===== config.mk =====
export PLATFORM = sky130hd
export DESIGN_NAME = count_sig_analyzer
export DESIGN_NICKNAME = d
export VERILOG_FILES = /design/src/rtl/count_sig_analyzer.sv
export SDC_FILE = /design/constraint.sdc
export NUM_CORES = 1
export LEC_CHECK = 0
export CORE_MARGIN = 4
export CORE_UTILIZATION = 56
export DETAILED_ROUTE_END_ITERATION = 10
export GPL_TIMING_DRIVEN = 0
export PLACE_DENSITY = 0.93
export RECOVER_POWER = 50
export SYNTH_ARGS = -nofsm -noshare
export SYNTH_HDL_FRONTEND = slang
export SYNTH_SLANG_ARGS = --single-unit

===== constraint.sdc =====
create_clock -name clk -period 3.1 [get_ports clk]
set_input_delay 0.465 -clock clk [delete_from_list [all_inputs] [get_ports clk]]
set_output_delay 0.465 -clock clk [all_outputs]
set_load 0.05 [all_outputs]

===== src/rtl/count_sig_analyzer.sv =====
// count_sig_analyzer: runs an upstream counter for TEST_CYCLES cycles, compresses count/co into an 8-bit MISR, compares to GOLDEN_SIG.
// Optional macro MISR_CO_CAPTURE_EN folds the counter carry-out into MISR input bit 4.
module count_sig_analyzer #(
    parameter int         TEST_CYCLES = 16,
    parameter logic [7:0] GOLDEN_SIG  = 8'h00,
    parameter logic [7:0] SEED        = 8'h00
) (
    input  logic       clk,
    input  logic       rst,
    input  logic       start,
    input  logic [3:0] count,
    input  logic       co,
    output logic       cnt_en,
    output logic       cnt_clk_en,
    output logic       busy,
    output logic       done,
    output logic       pass,
    output logic [7:0] signature
);
    typedef enum logic [2:0] {IDLE, LOAD, RUN, COMPARE, DONE} state_t;
    localparam logic [15:0] LAST = 16'(TEST_CYCLES - 1);
    state_t      r_state, w_next;
    logic [15:0] r_cyc;
    logic [7:0]  r_sig, w_misr;
    logic        r_pass, w_cap_co;
`ifdef MISR_CO_CAPTURE_EN
    assign w_cap_co = co;
`else
    assign w_cap_co = 1'b0 & co;
`endif
    assign w_misr = {r_sig[6:0], 1'b0} ^ (r_sig[7] ? 8'h1D : 8'h00) ^ {3'b000, w_cap_co, count};
    always_ff @(posedge clk or negedge rst) begin
        if (!rst) r_state <= IDLE;
        else      r_state <= w_next;
    end
    always_comb begin
        w_next = r_state;
        case (r_state)
            IDLE:    w_next = start ? LOAD : IDLE;
            LOAD:    w_next = RUN;
            RUN:     w_next = (r_cyc == LAST) ? COMPARE : RUN;
            COMPARE: w_next = DONE;
            DONE:    w_next = start ? LOAD : DONE;
            default: w_next = IDLE;
        endcase
    end
    always_ff @(posedge clk or negedge rst) begin
        if (!rst) begin
            r_sig  <= 8'h00;
            r_cyc  <= 16'h0000;
            r_pass <= 1'b0;
        end else begin
            if (r_state == LOAD) begin
                r_sig <= SEED;
                r_cyc <= 16'h0000;
            end else if (r_state == RUN) begin
                r_sig <= w_misr;
                r_cyc <= r_cyc + 16'h0001;
            end
            // pass drops on the same edge that re-enters LOAD
            if (r_state == COMPARE)  r_pass <= (r_sig == GOLDEN_SIG);
            else if (w_next == LOAD) r_pass <= 1'b0;
        end
    end
    assign cnt_en     = (r_state == RUN);
    assign cnt_clk_en = (r_state == RUN);
    assign busy       = (r_state == LOAD) || (r_state == RUN) || (r_state == COMPARE);
    assign done       = (r_state == DONE);
    assign pass       = r_pass;
    assign signature  = r_sig;
endmodule


======== Word level (Yosys, flattened, before mapping) ========
Cells that the tools add are included.
Widths: inputs -> output; s select.
storage, ports and cells
  flip-flop bits (word level) ............. 28
  input bits .............................. 8
  output and inout port bits .............. 13
operators by class
  add/sub/neg operators ................... 1
  equality and inequality tests ........... 6
  multiplexer cells ....................... 11
  bitwise logic cells ..................... 2
  reduce and logical (&&, ||, !) cells .... 6
operators by type and width
  kind                   count
  $mux 16                2
  $add 16x1->16 const B  1
  $eq 16x4->1 const B    1
  $mux 8                 2
  $pmux 3 s5             1
  $logic_not 8->1        1
  $xor 8x4->8            1
  $xor 8x5->8            1
  $eq 3x1->1 const B     2
  $eq 3x2->1 const B     2
  $mux 5                 1
  $mux 1                 4
  $reduce_bool 2->1      2
  $eq 3x3->1 const B     1
  $logic_not 3->1        1
  $mux 3                 1
  $logic_or 1x1->1       2

======== Logic depth before layout (Yosys ltp) ========
Gate-level depths: netlist of run 1.
  depth in word-level cells ............... 6
  mapped depth ............................ 5

======== Worst setup path after synthesis of run 1 ========
Ideal clock, no wire load.
  path kind ............................... register to output
  start point ............................. register r_state[0]
  end point ............................... output port cnt_en
  arrival ................................. 1.811 ns
  data required time ...................... 2.635 ns
  path slack .............................. 0.824 ns
  stages on the path, launching flop included .. 4
  path buffers ............................ 2
  path through ............................ dfrtp_1 > nor3b_1 > clkbuf_1 > buf_4
on the way
  cells in the longest elaborated chain, start to end .. 1
ends and longest elaborated chain
  item                      RTL line  text
  start: declaration        22        state_t r_state, w_next;
  start signal: assignment  34        else r_state <= w_next;
  $eq 3x2->1                -
  end: declaration          13        output logic cnt_en,
Every way passes these cells.

======== Worst setup path after layout of run 1 ========
  start point ............................. register r_state[0]
  end point ............................... output port cnt_en
on the way
  cells in the longest elaborated chain, start to end .. 1
ends and longest elaborated chain
  item        RTL line  text
  $eq 3x2->1  65        assign cnt_en = (r_state == RUN);
Every way passes these cells.

==> flow_metrics.py, run 1 <==
metrics = {
    "status": {
        "outcome": "finished clean",
    },
    "timing": {
        "worst_slew_pin_slew_ns": 1.45,
        "setup_tns_ns": 0,
        "grt_setup_unrepaired": "false",
        "fmax_mhz": 352,
        "maxSlewViolCount": 0,
        "fin_crit_ns": 2.84,
        "finalCritPeriodShare_pct": 91.8,
        "clock_skew_ns": 0.0103,
        "slew_headroom_pct": 3.12,
        "finalSetupViolCount": 0,
        "finalWorstSetupSlack_ns": 0.255,
        "hold_viol": 0,
    },
    "floorplanning": {
        "die_h_um": 57.3,
        "std_cell_rows": 17,
        "core_area_um2": 2250,
        "die-area_um2": 3280,
        "ios": 21,
        "die_w_um": 57.3,
        "start_util_pct": 60.4,
    },
    "clock_tree": {
        "clock_path_buffers": 2,
        "cts_setup_buffers": 0,
        "clk_pin_slew_ns": 0.15,
        "ctsRootBufferMaster": "clkbuf_4",
        "cts_made_buffers": 3,
        "insertion_delay_ns": 0.34,
        "cts-resized-gates": 1,
        "cts.htree.levels": 1,
        "postCtsHoldBufs": 0,
        "numClockSinks": 28,
        "cts_tree": "built",
    },
    "synthesis": {
        "synth_cell_types": 29,
        "synth_edf_count": 0,
        "syn_area_um2": 1360,
        "synth_seq_cells": 28,
        "syn_avg_cell_area_um2": 10.2,
        "synthesis.nets": 143,
        "yosys_warnings": 0,
        "ys_async_sr_fraction_pct": 100,
        "synth_ff_type": "dfrtp_1",
        "netlist_instances": 134,
        "seq_area_frac_synth_pct": 51.5,
    },
    "drt": {
        "ant_nets": 0,
        "firstDrtPassIters": 4,
        "wl_per_cell_um": 15.1,
        "via_per_inst": 5.97,
        "drt_iter0_drc": 42,
        "vias": 1104,
        "drt_wl_total_um": 2800,
        "drcViolationCount": 0,
    },
    "power_and_ir_drop": {
        "leakagePower_nw": 0.722,
        "p_seq_share_pct": 35.1,
        "switchingPower_mw": 0.681,
        "combPwrFrac_pct": 49.3,
        "power_density_nw_per_um2": 943,
        "power_frac_clock_pct": 15.6,
        "p_sw_share_pct": 44.1,
        "max-vdd-ir-drop_mv": 0.740,
        "intPower_mw": 0.864,
    },
    "setup_path": {
        "path_max_fanout": 11,
        "critPathLaunchType": "flop",
        "path_class": "flop to output port",
        "worstPathRequired_ns": 2.63,
        "arrival_ns": 2.38,
        "cp-end-kind": "output port",
    },
    "global_routing": {
        "grt_pass1_wl_um": 5050,
        "grt.overflow.total": 0,
        "grt_max_degree": 29,
        "track_usage_pct": 19.4,
        "grt_pass1_vias": 1176,
        "antenna_found_initial": 0,
    },
    "placed_design": {
        "io_buffers": 19,
        "gp_congestion": 0.735,
        "dp_hpwl_um": 2020,
        "post_dp_cell_area_um2": 1590,
        "post-place-ws_ns": 0.342,
    },
    "finish": {
        "syn_to_final_growth_pct": 20.4,
        "n_antenna_cell": 0,
        "fillers": 183,
        "nNetsFinal": 167,
        "finalInstanceArea_um2": 1640,
        "post_route_cells_drive_above_1_share_pct": 7.64,
    },
    "run": {
        "maxCapViolCount": 0,
    },
    "min_path": {
        "hp-class": "input pin to async pin",
    },
}
final cells by class:
cell class / count / area [µm²] / share of cell area, %
clock inverter: 1 / 30.0 / 1.83
tap: 28 / 35.0 / 2.14
timing repair buffer: 19 / 184 / 11.2
clock buffer: 3 / 22.5 / 1.37
buffer: 6 / 28.8 / 1.76
inverter: 6 / 22.5 / 1.37
multi-input combinational: 94 / 616 / 37.6
sequential: 28 / 701 / 42.7
placed cells by master, fill, tap and decap left out, types with 2 or more instances in the layout:
cell type,netlist,final
o21ai_0,6,6
nor3_1,4,4
dfrtp_1,28,28
a22o_1,9,9
clkdlybuf4s50_1,0,18
nand4_1,3,3
or3_1,4,4
clkbuf_4,0,3
nand2b_1,2,2
xor2_1,5,5
nor2_1,11,11
xnor2_1,9,9
nand2_1,11,11
nand3_1,4,4
a21oi_1,7,7
inv_1,6,6
clkbuf_1,4,4
mux2i_1,2,2
nor4_1,6,6
worst paths after layout:
kind / from / to / slack [ns] / cells after the start
setup / recovery: r_state[0] / cnt_en / 0.26 / 4
hold / removal: rst / signature[7] / 0.44 / 1
setup reg to reg: r_state[2] / r_cyc[10] / 1.14 / 5
hold reg to reg: r_cyc[13] / r_cyc[13] / 0.54 / 1
max in group asynchronous: rst / r_cyc[4] / 1.82 / 1
min in group clk: r_cyc[13] / r_cyc[13] / 0.54 / 1
cell families (layout without fill, tap and decap cells):
kind of cell	count (synthesis)	in the layout	synth area share, %
adders and majority gates	1	1	0.919
muxes	3	3	2.30
xor gates and xnor gates	14	14	9.01
and+or+nand+nor	52	52	20.9
buffers and inverters	12	35	3.68
AOI/OAI and AO/OA	24	24	11.8
DFF	28	28	51.5
synthesized netlist by cell type, types with 2 or more instances:
| master | n | area share (%) |
|---|---|---|
| nand3_1 | 4 | 1.5 |
| nor2_1 | 11 | 3.0 |
| dfrtp_1 | 28 | 51 |
| a21oi_1 | 7 | 2.6 |
| nand2_1 | 11 | 3.0 |
| nor4_1 | 6 | 2.8 |
| xor2_1 | 5 | 3.2 |
| xnor2_1 | 9 | 5.8 |
| inv_1 | 6 | 1.7 |
| clkbuf_1 | 4 | 1.1 |
| nor3b_1 | 2 | 1.1 |
| o21ai_0 | 6 | 2.2 |
| nand4_1 | 3 | 1.4 |
| nor3_1 | 4 | 1.5 |
| nand2b_1 | 2 | 0.92 |
| or3_1 | 4 | 1.8 |
| a22o_1 | 9 | 5.8 |
| mux2i_1 | 2 | 1.5 |
critical path: stages, from the launching register on:
cell and delay [ns]:
dfrtp_1 0.48, nor3b_2 0.32, clkbuf_2 0.30, buf_4 0.15, clkdlybuf4s50_1 0.80
registers in the layout, summed over array words and instances, names as in the netlist:
signal,flops
pass,1
r_cyc,16
r_state,3
signature,8
per-stage QoR:
step                hold WS [ns]  instances  power [mW]  util [%]
floorplan                  0.169        134        1.07         -
global placement           0.510        181        1.28      70.4
detailed placement         0.513        181        1.31      70.4
CTS                        0.544        185        1.55      72.8
global route               0.565        185        1.65      72.7
finish                     0.442        185        1.54      72.7
routing by layer:
layer	vias to the layer above	global-route usage [%]	share of wire [%]
met3	5	4.75	5.1
met4	0	6.29	1.2
li1	524	-	-
met5	-	0	0
met1	547	23.2	42
met2	28	34.1	52
power groups by stage:
stage / clock, mW / sequential [mW] / combinational (mW)
2_1_floorplan: 0 / 0.688 / 0.385
3_3_place_gp: 0 / 0.542 / 0.743
3_5_place_dp: 0 / 0.545 / 0.762
4_1_cts: 0.244 / 0.539 / 0.768
5_1_grt: 0.262 / 0.559 / 0.825
6_report: 0.241 / 0.543 / 0.761
No activity file was read; power rests on OpenSTA's default activity.
==> run 2: changes to the inputs <==
--- a/config.mk
+++ b/config.mk
@@ -6,11 +6,12 @@
 export NUM_CORES = 1
 export LEC_CHECK = 0
 export CORE_MARGIN = 4
-export CORE_UTILIZATION = 56
+export CORE_UTILIZATION = 44
 export DETAILED_ROUTE_END_ITERATION = 10
 export GPL_TIMING_DRIVEN = 0
-export PLACE_DENSITY = 0.93
+export PLACE_DENSITY = 0.77
 export RECOVER_POWER = 50
+export SKIP_CTS_REPAIR_TIMING = 1
 export SYNTH_ARGS = -nofsm -noshare
 export SYNTH_HDL_FRONTEND = slang
 export SYNTH_SLANG_ARGS = --single-unit
==> run 2 against run 1 <==
Non-clock buffer count unchanged. Flip-flop and latch count unchanged. Utilization down 16 points. Sequential share of layout area up 0.33 points. Via count down 3.2%. Die area up 23%.
==> flow_metrics.py, run 2 (synthesis results as in run 1) <==
metrics = {
    "floorplanning": {
        "std_cell_rows": 19,
        "die_h_um": 63.6,
        "core_area_um2": 2850,
        "die-area_um2": 4050,
        "start_util_pct": 47.7,
        "ios": 21,
        "die_w_um": 63.6,
    },
    "drt": {
        "via_per_inst": 5.69,
        "drt_wl_total_um": 2720,
        "firstDrtPassIters": 4,
        "ant_nets": 0,
        "wl_per_cell_um": 14.5,
        "drcViolationCount": 0,
        "drt_iter0_drc": 55,
        "vias": 1069,
    },
    "global_routing": {
        "gr-usage-met1_pct": 17.9,
        "grt_pass1_wl_um": 4890,
        "top_usage_layer": "met2",
        "grt_max_degree": 29,
        "track_usage_pct": 14.9,
        "antenna_found_initial": 0,
        "grt.overflow.total": 0,
        "grt_use_met3_pct": 4.26,
        "use_met2_pct": 26.9,
        "grt_pass1_vias": 1157,
    },
    "status": {
        "outcome": "finished clean",
    },
    "setup_path": {
        "arrival_ns": 2.40,
        "path_class": "flop to output port",
        "worstPathRequired_ns": 2.63,
        "cp_slowest_stage_delay_ns": 0.79,
        "path_buf_inv": 3,
        "critPathLaunchType": "flop",
        "path_max_fanout": 11,
        "path_delay_family": "buffers and inverters",
        "cp-end-kind": "output port",
        "critical_path.slowest_cell": "clkdlybuf4s50_1",
        "crit_path_cell_trace": "nor3b_2 -> clkbuf_2 -> buf_4 -> clkdlybuf4s50_1",
    },
    "finish": {
        "final-instance-count-excl-fill": 188,
        "n_antenna_cell": 0,
        "layout_common_cells": "28 x dfrtp_1, 18 x clkdlybuf4s50_1, 11 x nor2_1, 11 x nand2_1",
        "utilization_pct": 57.0,
        "largest_reg_flops": 16,
        "nNetsFinal": 167,
        "post_route_cells_drive_above_1_share_pct": 7.64,
        "syn_to_final_growth_pct": 19.5,
        "largest_register": "r_cyc",
        "final_common_cell": "dfrtp_1",
        "finalInstanceArea_um2": 1630,
    },
    "min_path": {
        "hp-class": "input pin to async pin",
    },
    "clock_tree": {
        "ctsRootBufferMaster": "clkbuf_4",
        "clk_pin_slew_ns": 0.15,
        "insertion_delay_ns": 0.33,
        "clock_path_buffers": 2,
        "cts_made_buffers": 3,
        "cts.htree.levels": 1,
        "numClockSinks": 28,
        "cts_tree": "built",
    },
    "timing": {
        "finalCritPeriodShare_pct": 92.3,
        "hold_viol": 0,
        "worst_slew_pin_slew_ns": 1.44,
        "finalSetupViolCount": 0,
        "setup_tns_ns": 0,
        "slew_headroom_pct": 3.93,
        "grt_setup_unrepaired": "false",
        "fin_crit_ns": 2.86,
        "maxSlewViolCount": 0,
        "finalWorstSetupSlack_ns": 0.239,
        "clock_skew_ns": 0.00123,
        "fmax_mhz": 349,
    },
    "placed_design": {
        "io_buffers": 19,
        "gp_congestion": 0.841,
        "post-place-ws_ns": 0.303,
        "post-place-cells": 184,
        "dp_hpwl_um": 1930,
        "post_dp_cell_area_um2": 1590,
    },
    "power_and_ir_drop": {
        "max-vdd-ir-drop_mv": 0.733,
        "combPwrFrac_pct": 51.2,
        "intPower_mw": 0.805,
        "power_density_nw_per_um2": 913,
        "switchingPower_mw": 0.680,
        "p_sw_share_pct": 45.8,
        "power_frac_clock_pct": 12.1,
        "p_seq_share_pct": 36.7,
        "leakagePower_nw": 0.715,
    },
    "run": {
        "maxCapViolCount": 0,
    },
}
-- run 2: changes by cell type in the layout (fill, tap and decap cells not counted) --
cell	previous run	this run
bufinv_16	1	0
clkbuf_8	0	1
-- run 2: power groups by stage --
stage / logic, mW / registers (mW) / clock network, mW
2_1_floorplan: 0.385 / 0.688 / 0
3_3_place_gp: 0.747 / 0.543 / 0
3_5_place_dp: 0.758 / 0.549 / 0
4_1_cts: 0.764 / 0.543 / 0.184
5_1_grt: 0.818 / 0.560 / 0.196
6_report: 0.761 / 0.544 / 0.180
-- run 2: layout make-up --
class	count	area, µm²
plain buffers	6	28.8
clock buffers	4	36.3
fillers	244	1230
inverters	6	22.5
multi-input cells	94	616
flip-flops and latches	28	701
well taps	31	38.8
repair buffers	19	184
-- run 2: worst paths after layout --
check                                 from           end  cells past startpoint  slack [ns]
worst min-delay path                   rst     r_cyc[14]                      1        0.45
worst min register to register   r_cyc[13]     r_cyc[13]                      1        0.54
worst max-delay path            r_state[1]        cnt_en                      4        0.24
max in group asynchronous              rst  signature[3]                      1        1.83
worst max register to register  r_state[2]     r_cyc[10]                      5        1.12
min in group clk                 r_cyc[13]     r_cyc[13]                      1        0.54
-- run 2: stage by stage --
stage,total power [mW],hold slack [ns]
6_report,1.48,0.446
3_5_place_dp,1.31,0.509
3_3_place_gp,1.29,0.515
2_1_floorplan,1.07,0.169
5_1_grt,1.57,0.572
4_1_cts,1.49,0.546
-- run 2: metal layers --
metal | vias up | share of wire, % | wire length (µm)
met5 | - | 0 | 0
met4 | 0 | 0.44 | 12
met3 | 2 | 3.7 | 100
met2 | 22 | 49 | 1330
met1 | 519 | 47 | 1280
li1 | 526 | - | -
==> run 3: changes to the inputs <==
--- a/config.mk
+++ b/config.mk
@@ -9,7 +9,7 @@
 export CORE_UTILIZATION = 44
 export DETAILED_ROUTE_END_ITERATION = 10
 export GPL_TIMING_DRIVEN = 0
-export PLACE_DENSITY = 0.77
+export PLACE_DENSITY = 0.8
 export RECOVER_POWER = 50
 export SKIP_CTS_REPAIR_TIMING = 1
 export SYNTH_ARGS = -nofsm -noshare
==> constraint.sdc (replaced) <==
create_clock -name clk -period 2.62 [get_ports clk]
set_input_delay 0.393 -clock clk [delete_from_list [all_inputs] [get_ports clk]]
set_output_delay 0.393 -clock clk [all_outputs]
set_load 0.05 [all_outputs]
==> run 3 against run 2 <==
Clock skew increased by 0.013 ns. Cell count is the same. Utilization grew 0.75 points. Clock power grew 59%. First-iteration DRC count decreased by 49%. Sequential share of layout area fell by 0.56 points. Highest routed layer unchanged.
==> flow_metrics.py, run 3 (synthesis results as in run 1) <==
metrics = {
    "floorplanning": {
        "start_util_pct": 47.7,
        "die_w_um": 63.6,
        "ios": 21,
        "core_area_um2": 2850,
        "die_h_um": 63.6,
        "std_cell_rows": 19,
        "die-area_um2": 4050,
    },
    "setup_path": {
        "path_class": "flop to output port",
        "path_delay_family": "buffers and inverters",
        "critPathLaunchType": "flop",
        "path_depth": 4,
        "path_max_fanout": 11,
        "cp-end-kind": "output port",
        "crit_path_cell_trace": "nor3b_2 -> clkbuf_2 -> buf_4 -> dlymetal6s2s_1",
        "critical_path.slowest_cell": "dfrtp_1",
        "cp-startpoint": "r_state[1]",
        "cp_slowest_stage_delay_ns": 0.49,
        "arrival_ns": 2.02,
        "r2r_start": "r_state[2]",
        "r2r.worst_path.cells": 5,
        "worstPathRequired_ns": 2.23,
        "path_buf_inv": 3,
    },
    "clock_tree": {
        "clk_pin_slew_ns": 0.16,
        "cts.htree.levels": 1,
        "insertion_delay_ns": 0.34,
        "clock_path_buffers": 2,
        "cts_tree": "built",
        "ctsRootBufferMaster": "clkbuf_4",
        "numClockSinks": 28,
        "cts_made_buffers": 3,
    },
    "power_and_ir_drop": {
        "power_density_nw_per_um2": 1110,
        "leakagePower_nw": 0.751,
        "max-vdd-ir-drop_mv": 0.833,
    },
    "run": {
        "maxCapViolCount": 0,
    },
    "placed_design": {
        "post-place-cells": 184,
        "io_buffers": 19,
        "gp_congestion": 0.754,
        "dp_hpwl_um": 2040,
        "post-place-ws_ns": -0.0904,
    },
    "global_routing": {
        "grt_max_degree": 29,
        "grt.overflow.total": 0,
        "antenna_found_initial": 0,
        "grt_pass1_vias": 1140,
        "grt_pass1_wl_um": 4930,
        "track_usage_pct": 15.2,
    },
    "drt": {
        "firstDrtPassIters": 4,
        "drt_iter0_drc": 28,
        "wl_per_cell_um": 14.8,
        "vias": 1099,
        "drt_wl_total_um": 2790,
        "drcViolationCount": 0,
        "ant_nets": 0,
        "via_per_inst": 5.85,
    },
    "status": {
        "outcome": "finished clean",
    },
    "finish": {
        "n_antenna_cell": 0,
        "multi_input_area_um2": 616,
        "layout_common_cells": "28 x dfrtp_1, 16 x clkdlybuf4s50_1, 11 x nor2_1, 11 x nand2_1",
        "largest_reg_flops": 16,
        "largest_register": "r_cyc",
        "final_common_cell": "dfrtp_1",
        "seq_area_um2": 701,
        "nNetsFinal": 167,
        "post_route_cells_drive_above_1_share_pct": 7.64,
        "fillers": 252,
        "syn_to_final_growth_pct": 21.0,
        "utilization_pct": 57.8,
        "final-instance-count-excl-fill": 188,
    },
    "timing": {
        "worst_slew_pin_slew_ns": 1.47,
        "finalSetupViolCount": 0,
        "hold_viol": 0,
        "fin_crit_ns": 2.41,
        "clock_skew_ns": 0.0144,
        "grt_setup_unrepaired": "false",
        "maxSlewViolCount": 0,
        "slew_headroom_pct": 2.13,
        "finalCritPeriodShare_pct": 92.0,
        "fmax_mhz": 415,
        "finalWorstSetupSlack_ns": 0.211,
    },
    "min_path": {
        "hp-class": "input pin to async pin",
    },
}
## run 3: changes by cell type in the layout (fill, tap and decap cells not counted), sizes merged
cell and change:
clkbuf -1, clkdlybuf4s50 -2, dlymetal6s2s +2, bufinv +1
## run 3: layout make-up
cell class | count | area share (%)
Tap cell | 31 | 2.35
Buffer | 6 | 1.75
Multi-Input combinational cell | 94 | 37.4
Clock inverter | 1 | 1.82
Timing Repair Buffer | 19 | 11.5
Inverter | 6 | 1.37
Clock buffer | 3 | 1.37
Sequential cell | 28 | 42.5
## run 3: final timing paths
kind,slack [ns],end
max,0.21,cnt_en
min,0.37,r_cyc[4]
max reg2reg,0.66,r_cyc[14]
min reg2reg,0.54,r_cyc[13]
max in group asynchronous,1.39,signature[6]
min in group clk,0.54,r_cyc[13]
## run 3: metal layers
metal / wire length (µm) / GRT usage (%) / up-vias / share of wire, %
met1: 1230 / 18.0 / 548 / 44
li1: - / - / 522 / -
met5: 0 / 0 / - / 0
met4: 68 / 6.74 / 0 / 2.4
met2: 1360 / 26.2 / 22 / 49
met3: 119 / 3.37 / 7 / 4.3
## run 3: where the power goes
part | switching [mW] | total [mW] | internal (mW)
clock network | 0.131 | 0.286 | 0.155
registers | 0.113 | 0.643 | 0.529
logic | 0.565 | 0.902 | 0.337
## run 3: stage by stage
| step | setup TNS (ns) | hold slack [ns] | power [mW] | instance area, µm² |
|---|---|---|---|---|
| global placement | -0.0378 | 0.509 | 1.53 | 1590 |
| finish | 0 | 0.373 | 1.83 | 1650 |
| global route | 0 | 0.472 | 1.95 | 1650 |
| CTS | -0.952 | 0.542 | 1.84 | 1640 |
| detailed placement | -0.105 | 0.516 | 1.56 | 1590 |
| floorplan | 0 | 0.0974 | 1.27 | 1360 |
